`config.mk`:
```
export PLATFORM = sky130hd
export DESIGN_NAME = core_data_arbiter_flat
export DESIGN_NICKNAME = d
export VERILOG_FILES = /design/src/rtl/core_data_arbiter_pkg.sv /design/src/rtl/core_data_arbiter_if.sv /design/src/rtl/core_data_arbiter_rr2.sv /design/src/rtl/core_data_arbiter.sv /design/src/flat_wrapper.sv
export SDC_FILE = /design/constraint.sdc
export NUM_CORES = 1
export LEC_CHECK = 0
export BUFFER_PORTS_ARGS = -buffer_cell sky130_fd_sc_hd__buf_4
export CORE_AREA = 3 3 121 123
export CTS_CLUSTER_SIZE = 10
export DETAILED_ROUTE_END_ITERATION = 12
export DIE_AREA = 0 0 124 126
export GPL_TIMING_DRIVEN = 1
export PLACE_DENSITY_LB_ADDON = 0.25
export SYNTH_ARGS = -nofsm -noshare
export SYNTH_HDL_FRONTEND = slang
export SYNTH_HIERARCHICAL = 1
export SYNTH_SLANG_ARGS = --single-unit
```
`constraint.sdc`:
```
create_clock -name clk -period 2.1 [get_ports clk]
set_input_delay 0.315 -clock clk [delete_from_list [all_inputs] [get_ports clk]]
set_output_delay 0.315 -clock clk [all_outputs]
set_load 0.01 [all_outputs]
```
`src/rtl/core_data_arbiter_pkg.sv`:
```
// Shared types and constants for the two-port core data arbiter.
package core_data_arbiter_pkg;

  typedef enum logic {
    UNLOCKED = 1'b0,
    LOCKED   = 1'b1
  } arb_state_e;

  localparam logic PORT_CORE  = 1'b0;
  localparam logic PORT_DBG   = 1'b1;
  localparam int   DATA_WIDTH = 32;
  localparam int   BE_WIDTH   = 4;

endpackage

```
`src/rtl/core_data_arbiter_if.sv`:
```
// Core-style data port bundle (req/gnt/rvalid); master issues requests, slave answers.
interface core_data_arbiter_if #(
  parameter int ADDR_WIDTH = 32
);
  logic                                       req;
  logic                                       gnt;
  logic                                       rvalid;
  logic [ADDR_WIDTH-1:0]                      addr;
  logic                                       we;
  logic [core_data_arbiter_pkg::BE_WIDTH-1:0]   be;
  logic [core_data_arbiter_pkg::DATA_WIDTH-1:0] wdata;
  logic [core_data_arbiter_pkg::DATA_WIDTH-1:0] rdata;

  modport master (
    output req, addr, we, be, wdata,
    input  gnt, rvalid, rdata
  );

  modport slave (
    input  req, addr, we, be, wdata,
    output gnt, rvalid, rdata
  );
endinterface

```
`src/rtl/core_data_arbiter_rr2.sv`:
```
// Two-way round-robin pick: a lone requester wins, a tie goes to the rr pointer.
module core_arb_rr2
  import core_data_arbiter_pkg::*;
(
  input  logic [1:0] i_req,
  input  logic       i_rr,
  output logic       o_sel,
  output logic       o_valid
);

  always_comb begin
    o_valid = |i_req;
    case (i_req)
      2'b01:   o_sel = PORT_CORE;
      2'b10:   o_sel = PORT_DBG;
      2'b11:   o_sel = i_rr;
      default: o_sel = PORT_CORE;
    endcase
  end

endmodule

```
`src/rtl/core_data_arbiter.sv`:
```
// Shares one downstream core data port between the LSU (m0) and debug/DMA (m1).
//
// state    | meaning
// UNLOCKED | selection follows the round-robin pick combinationally
// LOCKED   | downstream saw a request without grant; selection held on r_owner
module core_data_arbiter
  import core_data_arbiter_pkg::*;
#(
  parameter int ADDR_WIDTH      = 32,
  parameter int NUM_OUTSTANDING = 1
) (
  input logic                 clk,
  input logic                 rst_n,
  core_data_arbiter_if.slave  m0_if,
  core_data_arbiter_if.slave  m1_if,
  core_data_arbiter_if.master s_if
);

  if (NUM_OUTSTANDING != 1) begin : g_bad_outstanding
    $error("core_data_arbiter tracks exactly one outstanding response");
  end

  arb_state_e            r_state;
  logic                  r_owner;
  logic                  r_rr;
  logic                  r_rsp_pending;
  logic                  r_rsp_owner;

  logic                  w_pick_sel;
  logic                  w_pick_valid;
  logic                  w_owner_req;
  logic                  w_sel;
  logic                  w_s_req;
  logic [ADDR_WIDTH-1:0] w_addr;

  core_arb_rr2 u_rr2 (
    .i_req   ({m1_if.req, m0_if.req}),
    .i_rr    (r_rr),
    .o_sel   (w_pick_sel),
    .o_valid (w_pick_valid)
  );

  always_comb begin
    w_owner_req = (r_owner == PORT_DBG) ? m1_if.req : m0_if.req;
    if (r_state == LOCKED) begin
      w_sel   = r_owner;
      w_s_req = w_owner_req;
    end else begin
      w_sel   = w_pick_sel;
      w_s_req = w_pick_valid;
    end
  end

  assign w_addr     = (w_sel == PORT_DBG) ? m1_if.addr : m0_if.addr;
  assign s_if.addr  = w_addr;
  assign s_if.we    = (w_sel == PORT_DBG) ? m1_if.we    : m0_if.we;
  assign s_if.be    = (w_sel == PORT_DBG) ? m1_if.be    : m0_if.be;
  assign s_if.wdata = (w_sel == PORT_DBG) ? m1_if.wdata : m0_if.wdata;

  // Handshake outputs are gated by rst_n so they drop the moment reset asserts.
  assign s_if.req     = rst_n & w_s_req;
  assign m0_if.gnt    = rst_n & s_if.gnt & (w_sel == PORT_CORE);
  assign m1_if.gnt    = rst_n & s_if.gnt & (w_sel == PORT_DBG);
  assign m0_if.rvalid = rst_n & s_if.rvalid & r_rsp_pending & (r_rsp_owner == PORT_CORE);
  assign m1_if.rvalid = rst_n & s_if.rvalid & r_rsp_pending & (r_rsp_owner == PORT_DBG);
  assign m0_if.rdata  = s_if.rdata;
  assign m1_if.rdata  = s_if.rdata;

  always_ff @(posedge clk or negedge rst_n) begin
    if (!rst_n) begin
      r_state       <= UNLOCKED;
      r_owner       <= PORT_CORE;
      r_rr          <= PORT_CORE;
      r_rsp_pending <= 1'b0;
      r_rsp_owner   <= PORT_CORE;
    end else begin
      case (r_state)
        UNLOCKED: begin
          if (w_s_req && !s_if.gnt) begin
            r_state <= LOCKED;
            r_owner <= w_sel;
          end
        end
        LOCKED: begin
          if (s_if.gnt || !w_owner_req) begin
            r_state <= UNLOCKED;
          end
        end
      endcase

      // A same-cycle rvalid was already routed with the old owner; the grant reloads it.
      if (s_if.gnt) begin
        r_rr          <= ~w_sel;
        r_rsp_owner   <= w_sel;
        r_rsp_pending <= 1'b1;
      end else if (s_if.rvalid) begin
        r_rsp_pending <= 1'b0;
      end
    end
  end

endmodule

```
`src/flat_wrapper.sv`:
```
// flat-port wrapper written by rule: the top's interface ports become plain ports
module core_data_arbiter_flat import core_data_arbiter_pkg::*;
#(
  parameter int ADDR_WIDTH      = 32,
  parameter int NUM_OUTSTANDING = 1
)
  (clk, rst_n, m0_if_req, m0_if_addr, m0_if_we, m0_if_be, m0_if_wdata, m0_if_gnt, m0_if_rvalid, m0_if_rdata, m1_if_req, m1_if_addr, m1_if_we, m1_if_be, m1_if_wdata, m1_if_gnt, m1_if_rvalid, m1_if_rdata, s_if_req, s_if_addr, s_if_we, s_if_be, s_if_wdata, s_if_gnt, s_if_rvalid, s_if_rdata);
  core_data_arbiter_if #(.ADDR_WIDTH(ADDR_WIDTH)) m0_if_i ();
  core_data_arbiter_if #(.ADDR_WIDTH(ADDR_WIDTH)) m1_if_i ();
  core_data_arbiter_if #(.ADDR_WIDTH(ADDR_WIDTH)) s_if_i ();
  input logic clk;
  input logic rst_n;
  input wire logic [$bits(m0_if_i.req)-1:0] m0_if_req;
  input wire logic [$bits(m0_if_i.addr)-1:0] m0_if_addr;
  input wire logic [$bits(m0_if_i.we)-1:0] m0_if_we;
  input wire logic [$bits(m0_if_i.be)-1:0] m0_if_be;
  input wire logic [$bits(m0_if_i.wdata)-1:0] m0_if_wdata;
  output wire logic [$bits(m0_if_i.gnt)-1:0] m0_if_gnt;
  output wire logic [$bits(m0_if_i.rvalid)-1:0] m0_if_rvalid;
  output wire logic [$bits(m0_if_i.rdata)-1:0] m0_if_rdata;
  input wire logic [$bits(m1_if_i.req)-1:0] m1_if_req;
  input wire logic [$bits(m1_if_i.addr)-1:0] m1_if_addr;
  input wire logic [$bits(m1_if_i.we)-1:0] m1_if_we;
  input wire logic [$bits(m1_if_i.be)-1:0] m1_if_be;
  input wire logic [$bits(m1_if_i.wdata)-1:0] m1_if_wdata;
  output wire logic [$bits(m1_if_i.gnt)-1:0] m1_if_gnt;
  output wire logic [$bits(m1_if_i.rvalid)-1:0] m1_if_rvalid;
  output wire logic [$bits(m1_if_i.rdata)-1:0] m1_if_rdata;
  output wire logic [$bits(s_if_i.req)-1:0] s_if_req;
  output wire logic [$bits(s_if_i.addr)-1:0] s_if_addr;
  output wire logic [$bits(s_if_i.we)-1:0] s_if_we;
  output wire logic [$bits(s_if_i.be)-1:0] s_if_be;
  output wire logic [$bits(s_if_i.wdata)-1:0] s_if_wdata;
  input wire logic [$bits(s_if_i.gnt)-1:0] s_if_gnt;
  input wire logic [$bits(s_if_i.rvalid)-1:0] s_if_rvalid;
  input wire logic [$bits(s_if_i.rdata)-1:0] s_if_rdata;
  assign m0_if_i.req = m0_if_req;
  assign m0_if_i.addr = m0_if_addr;
  assign m0_if_i.we = m0_if_we;
  assign m0_if_i.be = m0_if_be;
  assign m0_if_i.wdata = m0_if_wdata;
  assign m0_if_gnt = m0_if_i.gnt;
  assign m0_if_rvalid = m0_if_i.rvalid;
  assign m0_if_rdata = m0_if_i.rdata;
  assign m1_if_i.req = m1_if_req;
  assign m1_if_i.addr = m1_if_addr;
  assign m1_if_i.we = m1_if_we;
  assign m1_if_i.be = m1_if_be;
  assign m1_if_i.wdata = m1_if_wdata;
  assign m1_if_gnt = m1_if_i.gnt;
  assign m1_if_rvalid = m1_if_i.rvalid;
  assign m1_if_rdata = m1_if_i.rdata;
  assign s_if_req = s_if_i.req;
  assign s_if_addr = s_if_i.addr;
  assign s_if_we = s_if_i.we;
  assign s_if_be = s_if_i.be;
  assign s_if_wdata = s_if_i.wdata;
  assign s_if_i.gnt = s_if_gnt;
  assign s_if_i.rvalid = s_if_rvalid;
  assign s_if_i.rdata = s_if_rdata;
  core_data_arbiter #(.ADDR_WIDTH(ADDR_WIDTH), .NUM_OUTSTANDING(NUM_OUTSTANDING)) u_core (.clk(clk), .rst_n(rst_n), .m0_if(m0_if_i), .m1_if(m1_if_i), .s_if(s_if_i));
endmodule
```
==> impl_metrics.tcl <==
set metrics [dict create \
    path_cells "inv_2 -> a21boi_4 -> mux2i_4 -> buf_6 -> buf_8 -> clkbuf_16 -> mux2_2 -> buf_6" \
    p_per_area_mw_per_mm2 550 \
    path_buf_inv 5 \
    grt_usage_pct 7.23 \
    path_max_fanout 4 \
    cpPeakStageDelay_ns 0.37 \
    synth_area_per_cell_um2 9.75 \
    cts-root-buf "clkbuf_16" \
    slowest_stage "dfrtp_1" \
    crit_top_cell "buf_6" \
    synth_area_leaders "mux2_2, buf_4, dfrtp_1" \
    drive_above_1_share_pct 92.7 \
    numCtsBuffers 3 \
    cts_max_path_buffers 2 \
    gp_congestion 0.718 \
    synth_edf_count 0 \
    synthFlopType "dfrtp_1" \
    relSlewSlack_pct 86.6 \
    synth_warnings 6 \
    tightest_slew_ns 0.195 \
    cp.arrival_ns 1.76 \
    yosys_register_bits 5 \
    seq_area_um2 126 \
    syn_area_mm2 0.00165 \
    path_delay_family "buffers and inverters" \
    fmax_mhz 482 \
    htree_levels 1 \
    num_vias 1809 \
    clock_latency_ns 0.22 \
    start_kind "flip-flop" \
    cts_tree "done" \
    fin_cells 511 \
    status "finished, final reports clean" \
    peakVddDrop_mv 0.243 \
    initial_core_util_pct 12.0 \
    row_count 43 \
    holdCritPathClass "primary input to flip-flop" \
    grt_antenna_before_repair 0 \
    finalInstanceArea_mm2 0.00333 \
    grt_max_degree 21 \
    coreArea_mm2 0.0138 \
    grt_pass1_vias 1849 \
    finalPower_uw 1830 \
    grt-ovfl-total 0 \
    layout_worst_path_cycle_share_pct 98.8 \
    slew_violations 0 \
    synth.top_cell.area_share_pct 44.4 \
    setup-tns-final_ns 0 \
    multiInputGateArea_um2 988 \
    n_antenna_cell 0 \
    fp.dieArea_mm2 0.0156 \
    die_y_um 126 \
    io_buffers 217 \
    required_ns 1.78 \
    async_flop_share_pct 100 \
    dpl-instance-area_mm2 0.00297 \
    dp.final_hpwl_um 5360 \
    syn2layout_area_growth_pct 102 \
    finalClockSkew_ns 0.00109 \
    path_clk_slew_ns 0.03 \
    synth_top_cell_by_area "mux2_2" \
    setup_viol_count_final 0 \
    antenna_left 0 \
    io_pins 314 \
    synth_cell_type_count 21 \
    drt_iter0_markers 17 \
    clock_sinks 5 \
    nFillCells 1490 \
    syn_nets 345 \
    mostFrequentLayoutCells "buf_4, mux2_2, buf_6, mux2_4" \
    routed_via_density 3.54 \
    dr.pass1.iters 4 \
    worstSetupPathType "flip-flop to output pin" \
    grt_pass1_wl_um 8870 \
    rsz0062_at_grt "yes" \
    wl_um 6870 \
    cap_violations 0 \
    post_synth_inst_count 169 \
    nets 508 \
    p_leak_uw 0.00169 \
    hold_violations 0 \
    ys_seq_area_share_pct 7.59 \
    final_common_cell "buf_4" \
    wl_per_cell_um 13.5 \
    die_x_um 124 \
    postLayoutCoreUtil_pct 24.2 \
    period_minus_slack_ns 2.08 \
    drc_errors 0 \
    placed_cells 496 \
    crit_path_end_kind "output pin" \
]
layer usage:
| metal | up-vias | share of wire (%) | global-route usage (%) | wire [um] |
|---|---|---|---|---|
| met5 | - | 0 | 0 | 0 |
| met4 | 0 | 0.77 | 1.68 | 53 |
| met3 | 9 | 12 | 1.39 | 840 |
| met2 | 135 | 57 | 15.6 | 3890 |
| met1 | 821 | 30 | 6.60 | 2090 |
| li1 | 844 | - | - | - |
through the flow:
step                      hold WS (ns)  setup WS (ns)
final                            0.318         0.0242
after global routing             0.326        -0.0380
after detailed placement         0.142          0.114
after global placement           0.137          0.126
after floorplan                 0.0194          0.331
after CTS                        0.316        0.00208
sequential cells by signal (all words and copies together) (netlist names):
| register | cells |
|---|---|
| u_core/r_rr | 1 |
| u_core/r_rsp_owner | 1 |
| u_core/r_state | 1 |
| u_core/r_rsp_pending | 1 |
| u_core/r_owner | 1 |
area by class of cell:
class	count	share of cell area [%]
multi-input cells	89	29.7
clock buffers	4	2.37
flip-flops and latches	5	3.80
repair buffers	230	57.0
inverters	3	0.338
well taps	180	6.77
Yosys cell counts, types with 2 or more instances:
cell type and count:
a21oi_1 2, buf_4 65, clkbuf_8 5, dfrtp_1 5, inv_1 3, mux2_2 65, mux2_4 6, nor2_1 5
timing repair:
action	CTS	global route
pin swaps	1	0
setup endpoints to repair	69	32
gates cloned	2	2
hold buffers	1	0
hold endpoints to repair	5	0
resized for setup	9	25
buffers inserted	6	0
power by group:
group	total [uW]	internal, uW	switching, uW	leakage (uW)
combinational	1390	888	501	0.00160
sequential	131	114	16.7	0.0000567
clock	311	251	59.3	0.0000382
logic make-up after synthesis:
group	count (synthesis)	share of synthesized area, %
buffers and inverters	75	35.4
multiplexers	73	51.9
AO/OA/AOI/OAI	6	2.28
flip-flops	5	7.59
AND/OR/NAND/NOR	10	2.89
path summary, 6_finish.rpt:
check	startpoint	end	slack, ns	depth (start not counted)
worst max-delay path	u_core/r_rr$_DFFE_PN0P_	s_if_addr[10]	0.02	8
worst min-delay path	s_if_gnt	u_core/r_state$_DFF_PN0_	0.32	2
worst max register to register	u_core/r_rr$_DFFE_PN0P_	u_core/r_rr$_DFFE_PN0P_	0.51	8
worst min register to register	u_core/r_rsp_pending$_DFFE_PN0P_	u_core/r_rsp_pending$_DFFE_PN0P_	0.50	1
max in group asynchronous	rst_n	u_core/r_state$_DFF_PN0_	1.51	2
min in group asynchronous	rst_n	u_core/r_state$_DFF_PN0_	0.45	2
(Power assumes the default switching activity.)
